$ cat config.mk
export PLATFORM = sky130hd
export DESIGN_NAME = fetch_stage
export DESIGN_NICKNAME = d
export VERILOG_FILES = /design/src/rtl/fetch_stage_pkg.sv /design/src/rtl/fetch_decode.sv /design/src/rtl/fetch_stage.sv
export SDC_FILE = /design/constraint.sdc
export NUM_CORES = 1
export LEC_CHECK = 0
export BUFFER_PORTS_ARGS = -buffer_cell sky130_fd_sc_hd__clkbuf_2
export CAP_MARGIN = 20
export CORE_AREA = 2 2 164 166
export DETAILED_ROUTE_END_ITERATION = 10
export DIE_AREA = 0 0 166 168
export PLACE_DENSITY = 0.7
export RECOVER_POWER = 50
export SLEW_MARGIN = 20
export SYNTH_ARGS = -nofsm -noshare
export SYNTH_HDL_FRONTEND = slang
export SYNTH_SLANG_ARGS = --single-unit
$ cat constraint.sdc
create_clock -name clk -period 19.1 [get_ports clk]
set_input_delay 1.91 -clock clk [delete_from_list [all_inputs] [get_ports clk]]
set_output_delay 1.91 -clock clk [all_outputs]
set_load 0.01 [all_outputs]
$ cat src/rtl/fetch_stage_pkg.sv
// Shared Y86-64 fetch definitions: instruction codes, status codes,
// register sentinel and the fetch-to-decode bundle with its bubble value.
package fetch_stage_pkg;

    localparam logic [3:0] I_HALT   = 4'h0;
    localparam logic [3:0] I_NOP    = 4'h1;
    localparam logic [3:0] I_RRMOVQ = 4'h2;
    localparam logic [3:0] I_IRMOVQ = 4'h3;
    localparam logic [3:0] I_RMMOVQ = 4'h4;
    localparam logic [3:0] I_MRMOVQ = 4'h5;
    localparam logic [3:0] I_OPQ    = 4'h6;
    localparam logic [3:0] I_JXX    = 4'h7;
    localparam logic [3:0] I_CALL   = 4'h8;
    localparam logic [3:0] I_RET    = 4'h9;
    localparam logic [3:0] I_PUSHQ  = 4'hA;
    localparam logic [3:0] I_POPQ   = 4'hB;

    localparam logic [3:0] S_AOK = 4'h1;
    localparam logic [3:0] S_HLT = 4'h2;
    localparam logic [3:0] S_ADR = 4'h3;
    localparam logic [3:0] S_INS = 4'h4;

    localparam logic [3:0] RNONE = 4'hF;

    typedef struct packed {
        logic [3:0]  stat;
        logic [3:0]  icode;
        logic [3:0]  ifun;
        logic [3:0]  ra;
        logic [3:0]  rb;
        logic [63:0] valc;
        logic [63:0] valp;
    } f_d_t;

    localparam f_d_t D_BUBBLE = '{
        stat:  S_AOK,
        icode: I_NOP,
        ifun:  4'h0,
        ra:    RNONE,
        rb:    RNONE,
        valc:  64'h0,
        valp:  64'h0
    };

endpackage

$ cat src/rtl/fetch_decode.sv
// Combinational instruction splitter: fields, length, status and
// predicted next PC for the instruction at f_pc.
import fetch_stage_pkg::*;

module fetch_decode (
    input  logic [63:0] f_pc,
    input  logic [79:0] imem_data,
    input  logic        imem_error,
    output f_d_t        fd,
    output logic [63:0] pred_pc
);

    logic [3:0]  icode;
    logic [3:0]  ifun;
    logic        instr_valid;
    logic        need_regids;
    logic        need_valc;
    logic [63:0] valc;
    logic [63:0] valp;

    assign icode = imem_error ? I_NOP : imem_data[7:4];
    assign ifun  = imem_error ? 4'h0  : imem_data[3:0];

    always_comb begin
        instr_valid = 1'b1;
        need_regids = 1'b0;
        need_valc   = 1'b0;
        unique case (icode)
            I_HALT, I_NOP, I_JXX, I_CALL, I_RET: ;
            I_RRMOVQ, I_OPQ, I_PUSHQ, I_POPQ:
                need_regids = 1'b1;
            I_IRMOVQ, I_RMMOVQ, I_MRMOVQ: begin
                need_regids = 1'b1;
                need_valc   = 1'b1;
            end
            default:
                instr_valid = 1'b0;
        endcase
        // jXX and call have no register byte, so they also land here
        if (icode == I_JXX || icode == I_CALL)
            need_valc = 1'b1;
    end

    always_comb begin
        valc = 64'h0;
        if (need_valc)
            valc = need_regids ? imem_data[79:16] : imem_data[71:8];
    end

    assign valp = f_pc + 64'd1
                + {63'd0, need_regids}
                + (need_valc ? 64'd8 : 64'd0);

    always_comb begin
        fd       = D_BUBBLE;
        fd.icode = icode;
        fd.ifun  = ifun;
        fd.ra    = need_regids ? imem_data[15:12] : RNONE;
        fd.rb    = need_regids ? imem_data[11:8]  : RNONE;
        fd.valc  = valc;
        fd.valp  = valp;
        if (imem_error)
            fd.stat = S_ADR;
        else if (!instr_valid)
            fd.stat = S_INS;
        else if (icode == I_HALT)
            fd.stat = S_HLT;
        else
            fd.stat = S_AOK;
    end

    assign pred_pc = (icode == I_JXX || icode == I_CALL) ? valc : valp;

endmodule

$ cat src/rtl/fetch_stage.sv
// Y86-64 fetch stage: drives instruction memory, holds the predicted PC
// and the fetch-to-decode pipeline register with stall/bubble control.
import fetch_stage_pkg::*;

module fetch_stage (
    input  logic        clk,
    input  logic        reset,
    input  logic [63:0] f_pc,
    output logic [63:0] imem_addr,
    input  logic [79:0] imem_data,
    input  logic        imem_error,
    input  logic        F_stall,
    input  logic        D_stall,
    input  logic        D_bubble,
    output logic [63:0] F_predPC,
    output logic [3:0]  D_stat,
    output logic [3:0]  D_icode,
    output logic [3:0]  D_ifun,
    output logic [3:0]  D_rA,
    output logic [3:0]  D_rB,
    output logic [63:0] D_valC,
    output logic [63:0] D_valP
);

    f_d_t        fd;
    f_d_t        d_reg;
    logic [63:0] pred_pc;
    logic [63:0] f_pred_q;

    assign imem_addr = f_pc;

    fetch_decode u_decode (
        .f_pc       (f_pc),
        .imem_data  (imem_data),
        .imem_error (imem_error),
        .fd         (fd),
        .pred_pc    (pred_pc)
    );

    always_ff @(posedge clk or posedge reset) begin
        if (reset)
            f_pred_q <= 64'h0;
        else if (!F_stall)
            f_pred_q <= pred_pc;
    end

    // stall has priority over bubble
    always_ff @(posedge clk or posedge reset) begin
        if (reset)
            d_reg <= D_BUBBLE;
        else if (D_stall)
            d_reg <= d_reg;
        else if (D_bubble)
            d_reg <= D_BUBBLE;
        else
            d_reg <= fd;
    end

    assign F_predPC = f_pred_q;
    assign D_stat   = d_reg.stat;
    assign D_icode  = d_reg.icode;
    assign D_ifun   = d_reg.ifun;
    assign D_rA     = d_reg.ra;
    assign D_rB     = d_reg.rb;
    assign D_valC   = d_reg.valc;
    assign D_valP   = d_reg.valp;

endmodule

==> summary.md, run 1 <==
| Metric | Value |
|---|---|
| Synthesized area per cell | 9.53 µm² |
| Area delta synth->final | 23.4% |
| Sequential fraction of the synthesis area | 49.0% |
| Post-synth ARST share | 100% |
| Setup WS pre-CTS | 13.60 ns |
| Relative slew slack | -170% |
| IO Count | 426 |
| Layout cell share with drive strength beyond 1 | 21.0% |
| Synth Area in Compound Gates | 15.0% |
| Setup CP Type | input pin to async pin |
| Final setup fails | 0 |
| Full die area | 27900 µm² |
| Vias per cell | 5.59 |
| Vias | 10217 |
| Static Leak | 6.06 nW |
| H-tree depth | 1 |
| Most frequent cells in the layout | clkbuf_2 (220), nand2_1 (212), clkbuf_1 (204) |
| Setup Skew | 0 ns |
| GRT Util Overall | 28.8% |
| Placer Congestion | 0.880 |
| Final Max Slew Viols | 153 |
| Overflow after GRT | 0 |
| Fillers | 2569 |
| DRC viols | 0 |
| Root Buffer | clkbuf_16 |
| Number of enable flip-flop cells after synthesis | 0 |
| WL per Instance | 22.9 µm |
| Clock buffer depth | 3 |
| Mapped Nets | 1287 |
| Synth unique cells | 58 |
| Commonest non-fill, non-tap cell in the layout | clkbuf_2 |
| Synthesis Warnings | 0 |
| CTS Buf Count | 25 |
| Worst EP arrival | 8.02 ns |
| CP Launch Type | input pin |
| Number of global-route vias before repair | 9780 |
| Iter 0 DRT Violations | 886 |
| CP required | 19.63 ns |
| Cts hold-fix bufs | 0 |
| Fin crit period | 7.49 ns |
| Largest family of logic cells by synthesized area | simple AND/OR/NAND/NOR gates |
| Syn Std Cell Area | 10800 µm² |
| Worst skew pair latency | 0.51 ns |
| Core area | 26400 µm² |
| Post-CTS sizing | 0 |
| Failing checks | max-capacitance violations, max-slew violations |
| Simple logic cell fraction of the synthesized area | 16.8% |
| Port buffer count | 424 |
| TritonCTS clock tree | yes |
| Post-synthesis adder-cell area fraction | 0.463% |
| Pin count of the biggest net entering global routing | 98 |
| Setup TNS | 0 ns |
| Cell count after synthesis | 1133 |
| CTS sink cnt | 211 |
| Initial antenna violation count | 3 |
| XOR/XNOR Fraction of Synth Area | 4.62% |
| Crit end category | async pin |
| ANT nets after route | 0 |
| Starting Density | 41.0% |
| Pwr dens | 89.7 nW/µm² |
| Die Y | 168 µm |
| Max-cap viol count | 2 |
| Crit Path Max Fanout | 77 |
| PnR worst setup slack | 11.61 ns |
| Reg clk slew, reported paths | 0.06 ns |
| Commonest register cell after synthesis | dfrtp_1 |
| Drt pass-1 iters | 6 |
| Max VDD drop | 73.5 µV |
| Final Hold Vio Count | 0 |
| RSZ-0062 raised after global routing | no |
| Status | complete, but fails checks |
| Fin nets | 1621 |
| Fmax | 0.134 GHz |
| Fin crit share | 39.2% |
| Hold/Removal Path Class | flip-flop to flip-flop |
| Placement Rows | 60 |
| Mux cell area share after synthesis | 6.31% |
| Final WL | 41.9 mm |
| Width of the die | 166 µm |
| Synth Register Bits | 211 |
| HPWL after DPL | 30.9 mm |
| First-pass GRT wire length | 62.0 mm |
| Setup Fix Bufs, Post-CTS | 0 |
| Slew @ Worst Pin | 4.06 ns |
-- flip-flops by register name, summed over array words and instances, names as in the netlist --
name and flops:
D_rA 4, D_rB 4, D_valP 64, F_predPC 64, D_stat 3, D_valC 64, D_ifun 4, D_icode 4
-- cell usage after synthesis, drive strengths merged, types with 7 or more instances --
cell type  count  share of area, %
o31ai         14              0.97
clkbuf        52               1.8
o221ai        15               1.2
nor2          44               1.5
a22o          24               1.9
nand4         22               1.5
nand2        213               7.4
nor3          23               1.4
xnor2         33               2.7
inv           24              0.83
a221oi        11               1.0
xor2          24               1.9
nand3         27               1.4
buf           77               5.1
dfstp         10               2.4
nor4          11              0.78
and3          12              0.69
mux2i         67               6.2
o21ai        132               6.1
dfrtp        201                47
nand2b         7              0.41
a21oi         33               1.5
-- path summary, 6_finish.rpt --
path                              startpoint           end  slack (ns)  cells past startpoint
worst max-delay path                   reset    D_valP[41]       11.61                      4
worst min-delay path                 D_rB[2]       D_rB[2]        0.46                      2
worst max register to register  F_predPC[34]  F_predPC[34]       18.22                      3
worst min register to register       D_rB[2]       D_rB[2]        0.46                      2
max in group clk                imem_data[5]    D_valP[50]       14.15                     14
min in group asynchronous              reset    D_valC[13]        2.40                      2
-- final cells by class --
type	count	area, µm²	area share, %
timing repair buffer	436	1960	14.7
clock buffer	31	698	5.24
tap	341	427	3.20
clock inverter	14	154	1.15
inverter	24	91.3	0.685
sequential	211	5290	39.7
antenna	3	7.51	0.0563
multi-input combinational	769	4700	35.3
-- report_power, final --
| part | internal, mW | switching [mW] |
|---|---|---|
| clock | 0.299 | 0.198 |
| sequential | 0.481 | 0.0209 |
| combinational | 0.0644 | 0.133 |
-- per-stage QoR --
stage	total power [mW]	hold slack [ns]	std cells	util, %	area [µm²]
after floorplan	0.614	0.470	1133	-	10800
after global placement	0.712	0.450	1781	48.3	12700
after detailed placement	0.715	0.455	1781	48.3	12700
after CTS	1.21	0.465	1826	51.6	13600
after global routing	1.24	0.485	1829	50.6	13300
final	1.20	0.463	1829	50.6	13300
-- routing by layer --
| metal | vias to the layer above | wire length [µm] | global-route usage (%) |
|---|---|---|---|
| li1 | 4600 | - | - |
| met4 | 0 | 836 | 7.83 |
| met3 | 59 | 3990 | 7.08 |
| met1 | 5013 | 17900 | 39.7 |
| met5 | - | 0 | 0 |
| met2 | 545 | 19100 | 45.5 |
-- critical path, cell delays in order --
cell	delay, ns
clkbuf_2	0.09
clkinvlp_2	1.96
clkbuf_1	2.97
buf_4	1.03
-- logic make-up (layout without fill, tap and decap cells) --
| family | Yosys count | count (layout) |
|---|---|---|
| buffers and inverters | 153 | 505 |
| muxes | 68 | 68 |
| DFF | 211 | 211 |
| other | 1 | 4 |
| adders and majority gates | 4 | 4 |
| xor gates and xnor gates | 57 | 57 |
| AOI/OAI and AO/OA | 259 | 259 |
| and+or+nand+nor | 380 | 380 |
(Power assumes the default switching activity.)
==> run 2: changes to the inputs <==
Settings changed: CORE_AREA 2 2 164 166 to 2 2 166 168, DIE_AREA 0 0 166 168 to 0 0 168 170, PLACE_DENSITY 0.7 to 0.68.
Clock period 19.1 ns to 7.3 ns, I/O delays scaled along.
==> run 2 against run 1 <==
Compared with the run above:
- the flow still finishes with violations (max-capacitance violations, max-slew violations)
- first-iteration DRC count up 8.8%
- wire length rose by 1.5%
- global-route usage shrank 0.18 points
- critical path depth increased by 10
==> summary.md, run 2 (synthesis gave the netlist of run 1 again) <==
| Metric | Value |
|---|---|
| Layout cell share with drive strength beyond 1 | 20.3% |
| Setup Skew | 0 ns |
| Commonest non-fill, non-tap cell in the layout | clkbuf_2 |
| Cts hold-fix bufs | 0 |
| Fin crit period | 3.92 ns |
| Placement Rows | 60 |
| IO Count | 426 |
| Overflow after GRT | 0 |
| Final Max Slew Viols | 40 |
| Crit end category | flip-flop |
| Pin count of the biggest net entering global routing | 146 |
| WL per Instance | 23.3 µm |
| Status | complete, but fails checks |
| R2R depth | 3 |
| Iter 0 DRT Violations | 964 |
| Max-cap viol count | 1 |
| Final WL | 42.5 mm |
| Fin crit share | 53.6% |
| Die Y | 170 µm |
| Setup TNS | 0 ns |
| CP required | 7.76 ns |
| Fmax | 0.255 GHz |
| ANT nets after route | 0 |
| Setup Fix Bufs, Post-CTS | 0 |
| Final Hold Vio Count | 0 |
| Number of global-route vias before repair | 9751 |
| Pwr Total | 3.06 mW |
| CTS Buf Count | 24 |
| Core area | 26700 µm² |
| CP Launch Type | input pin |
| Area delta synth->final | 23.0% |
| H-tree depth | 1 |
| Port buffer count | 424 |
| Critical register-to-register path startpoint | F_predPC[34] |
| Pwr dens | 230 nW/µm² |
| Clock buffer depth | 3 |
| Crit Path Max Fanout | 35 |
| Failing checks | max-capacitance violations, max-slew violations |
| Worst skew pair latency | 0.51 ns |
| Final setup fails | 0 |
| Non-filler cells, final | 1824 |
| Max VDD drop | 165 µV |
| Drt pass-1 iters | 5 |
| CTS sink cnt | 211 |
| DRC viols | 0 |
| Worst EP arrival | 4.37 ns |
| Hold/Removal Path Class | input pin to async pin |
| Root Buffer | clkbuf_16 |
| Placer Congestion | 0.891 |
| Worst r2r dst | F_predPC[34] |
| GRT Util Overall | 28.6% |
| Slew @ Worst Pin | 1.90 ns |
| TritonCTS clock tree | yes |
| Reg clk slew, reported paths | 0.06 ns |
| Vias per cell | 5.56 |
| Reg2reg setup slack | 6.37 ns |
| Most frequent cells in the layout | clkbuf_2 (218), nand2_1 (212), clkbuf_1 (212) |
| RSZ-0062 raised after global routing | no |
| Setup WS pre-CTS | 2.92 ns |
| Full die area | 28600 µm² |
| Fin nets | 1620 |
| Width of the die | 168 µm |
| HPWL after DPL | 31.3 mm |
| Cells after DPL | 1780 |
| Initial antenna violation count | 1 |
| Setup CP Type | input pin to flip-flop |
| Starting Density | 40.5% |
| First-pass GRT wire length | 61.8 mm |
| Static Leak | 6.03 nW |
| Post-CTS sizing | 0 |
| Relative slew slack | -26.7% |
| Vias | 10147 |
| PnR worst setup slack | 3.38 ns |
run 2: worst max-delay path by stage:
stage,startpoint,to,slack (ns),depth (start not counted)
after floorplan,reset,D_icode[1],0.82,1
after global placement,imem_data[5],D_valP[50],2.95,14
after detailed placement,imem_data[7],D_valP[50],2.92,14
after CTS,imem_data[7],D_valP[50],3.44,14
after global routing,imem_data[7],D_valP[50],3.17,14
final,imem_data[7],D_valP[50],3.38,14
run 2: metal layers:
| metal | wire (µm) | GRT usage (%) | share of wire [%] |
|---|---|---|---|
| met1 | 18100 | 39.6 | 42 |
| met2 | 19500 | 45.7 | 46 |
| met3 | 4050 | 6.81 | 9.5 |
| met4 | 830 | 6.43 | 2.0 |
| met5 | 0 | 0 | 0 |
run 2: final cells by class:
| type | count | area (µm²) |
|---|---|---|
| clock buffer | 34 | 679 |
| sequential | 211 | 5290 |
| inverter | 24 | 103 |
| timing repair buffer | 436 | 1980 |
| fill | 2669 | 13400 |
| antenna | 1 | 2.50 |
| tap | 341 | 427 |
| multi-input combinational | 769 | 4700 |
| clock inverter | 8 | 95.1 |
run 2: worst max-delay path: stages:
cell	delay, ns
clkbuf_2	0.15
a21o_1	0.21
a211oi_4	0.23
buf_4	0.55
inv_1	0.14
ha_1	0.21
inv_1	0.05
ha_1	0.20
a31oi_1	0.28
nor3_4	0.42
nand4_2	0.32
or3_1	0.46
a211oi_1	0.28
a21o_1	0.12
run 2: per-stage QoR:
step	util, %	hold WS [ns]	area, µm²
2_1_floorplan	-	0.470	10800
4_1_cts	50.7	0.407	13500
3_5_place_dp	47.8	0.455	12700
3_3_place_gp	47.8	0.450	12700
5_1_grt	49.8	0.422	13300
6_report	49.8	0.325	13300
run 2: where the power goes:
part           internal [mW]  switching, mW  total [mW]
registers               1.26         0.0560        1.31
clock network          0.717          0.507        1.22
logic                  0.172          0.350       0.522
==> run 3: changes to the inputs <==
Settings changed: ABC_AREA set to 1, CORE_AREA 2 2 166 168 to not set, CORE_ASPECT_RATIO set to 1.5, CORE_MARGIN set to 1.5, CORE_UTILIZATION set to 46, DIE_AREA 0 0 168 170 to not set, PLACE_DENSITY 0.68 to 0.77.
Clock period 7.3 ns to 3.4 ns, I/O delays scaled along.
==> run 3 against run 2 <==
Compared with the run above:
- the flow still finishes with violations (max-capacitance violations, max-slew violations)
- sequential power rose by 120%
- die area is 2.0% lower
- cell count rose by 36%
- setup slack got worse by 2.9 ns
- synthesized area rose by 15%
- wire length is 22% higher
- synthesized cell count is 59% higher
- largest power group unchanged
==> summary.md, run 3 <==
| Metric | Value |
|---|---|
| Static Leak | 8.04 nW |
| Vias per cell | 5.41 |
| CTS Buf Count | 22 |
| PnR worst setup slack | 0.440 ns |
| Placement Rows | 73 |
| Setup Skew | 0 ns |
| Pin count of the biggest net entering global routing | 117 |
| Final Hold Vio Count | 0 |
| Non-filler cells, final | 2477 |
| Most instantiated cells after synthesis | nand2_1 (771), dfrtp_1 (201), inv_1 (174), nor2_1 (141), o21ai_0 (83) |
| Layout cell share with drive strength beyond 1 | 17.9% |
| Mux cell area share after synthesis | 0% |
| Commonest register cell after synthesis | dfrtp_1 |
| Slew @ Worst Pin | 3.20 ns |
| Crit end category | flip-flop |
| Area contributors post-synth | dfrtp_1 (41%), nand2_1 (23%), inv_1 (5.3%) |
| Fillers | 2669 |
| Area delta synth->final | 20.5% |
| Hold/Removal Path Class | input pin to flip-flop |
| Final setup fails | 0 |
| Syn Std Cell Area | 12400 µm² |
| Port buffer count | 424 |
| Share of the synthesized area in the top cell type | 40.5% |
| H-tree depth | 1 |
| Synth Area in Compound Gates | 10.7% |
| Synthesis Warnings | 0 |
| HPWL after DPL | 39.9 mm |
| Setup TNS | 0 ns |
| Relative slew slack | -113% |
| Drt pass-1 iters | 8 |
| Number of enable flip-flop cells after synthesis | 0 |
| Final WL | 52.0 mm |
| Most frequent cells in the layout | nand2_1 (771), clkbuf_2 (308), dfrtp_1 (201) |
| WL per Instance | 21.0 µm |
| Commonest non-fill, non-tap cell in the layout | nand2_1 |
| Fin crit period | 2.96 ns |
| Failing checks | max-capacitance violations, max-slew violations |
| Core area | 26500 µm² |
| Final Max Slew Viols | 249 |
| Clock buffer depth | 3 |
| Top cell type by total area after synthesis | dfrtp_1 |
| Slowest-stage cell, CP | clkbuf_1 |
| First-pass GRT wire length | 76.7 mm |
| Sequential fraction of the synthesis area | 42.6% |
| ANT cells | 0 |
| Setup WS pre-CTS | 0.431 ns |
| Cells after DPL | 2436 |
| Number of global-route vias before repair | 13210 |
| GRT Util Overall | 36.9% |
| Overflow after GRT | 0 |
| Setup CP Type | input pin to flip-flop |
| Fin crit share | 87.1% |
| Initial antenna violation count | 0 |
| Synthesized area per cell | 6.89 µm² |
| RSZ-0062 raised after global routing | no |
| Fin nets | 2278 |
| Root Buffer | clkbuf_16 |
| Mapped Nets | 1955 |
| Largest family of logic cells by synthesized area | simple AND/OR/NAND/NOR gates |
| Fmax | 0.338 GHz |
| Max-cap viol count | 4 |
| CP Launch Type | input pin |
| Synth Register Bits | 211 |
| Width of the die | 137 µm |
| TritonCTS clock tree | yes |
| Post-synth ARST share | 100% |
| Full die area | 28000 µm² |
| Status | complete, but fails checks |
| Iter 0 DRT Violations | 1060 |
| R2R depth | 2 |
| Pwr dens | 461 nW/µm² |
| Reg clk slew, reported paths | 0.06 ns |
| Hold depth | 2 |
| Worst skew pair latency | 0.53 ns |
| Crit-path most repeated cell | clkbuf_1 |
| Slowest stage delay, CP | 2.29 ns |
| Max VDD drop | 415 µV |
| Crit Path Max Fanout | 69 |
| CP required | 3.81 ns |
| ANT nets after route | 0 |
| Synth unique cells | 33 |
| Cell count after synthesis | 1801 |
| IO Count | 426 |
| Simple logic cell fraction of the synthesized area | 32.5% |
| Die Y | 204 µm |
| Most numerous cell in the Yosys netlist | nand2_1 |
| Post-synthesis adder-cell area fraction | 0.403% |
| Critical Path, Cell by Cell | clkbuf_1, clkbuf_1, nand2_1, o21ai_0 |
| CTS sink cnt | 211 |
| Placer Congestion | 0.982 |
| DRC viols | 0 |
| Worst EP arrival | 3.37 ns |
| Setup Fix Bufs, Post-CTS | 0 |
| Vias | 13395 |
| XOR/XNOR Fraction of Synth Area | 1.48% |
| Starting Density | 46.9% |
==> run 3: routing by layer <==
metal / share of wire, % / global-route usage (%) / vias to the layer above
met1: 35 / 41.0 / 6235
met2: 49 / 62.7 / 747
met4: 8.9 / 27.9 / 0
met3: 7.5 / 5.58 / 188
li1: - / - / 6225
met5: 0 / 0 / -
==> run 3: report_power, final <==
group	total, mW	switching, mW	leakage, nW	internal [mW]
clock	2.81	1.10	0.406	1.71
sequential	2.83	0.134	2.71	2.69
combinational	1.26	0.882	4.92	0.381
==> run 3: layout make-up <==
type                       count  area (µm²)  area share [%]
clock buffer                  27         589            3.94
clock inverter                13         246            1.65
inverter                     180         677            4.52
multi-input combinational   1268        5620            37.6
sequential                   211        5290            35.4
tap                          337         422            2.82
timing repair buffer         441        2110            14.1
==> run 3: worst paths after layout <==
path / slack (ns) / to / from
max: 0.44 / D_icode[3] / D_stall
min: 0.04 / D_ifun[0] / imem_data[0]
max reg2reg: 2.50 / D_icode[0] / D_icode[0]
min reg2reg: 0.48 / D_valC[51] / D_valC[51]
max in group asynchronous: 0.81 / D_valP[55] / reset
min in group asynchronous: 0.44 / D_stat[2] / reset
==> run 3: kinds of logic after synthesis <==
family          after synthesis
buf+inv                     322
flops                       211
xor+xnor                     21
other cells                   1
compound gates              216
fa+ha+maj                     4
simple gates               1026
==> run 3: critical path: cells and delay by family <==
family,cells,cell delay [ns]
buffers and inverters,2,2.55
and+or+nand+nor,1,0.20
AOI/OAI and AO/OA,1,0.27
==> run 3: through the flow <==
step	cell area, µm²	power, mW	utilization (%)	hold WS, ns
finish	15000	6.90	56.5	0.0366
global route	15000	7.14	56.5	0.0376
CTS	15200	6.93	57.2	0.0238
detailed placement	14300	4.14	54.0	0.366
global placement	14300	4.12	54.0	0.364
floorplan	12400	3.53	-	0.436
==> run 3: repair_timing <==
item / CTS / global route
hold buffers: 1 / 0
endpoints found under the hold margin: 12 / 0
resized for setup: 0 / 0
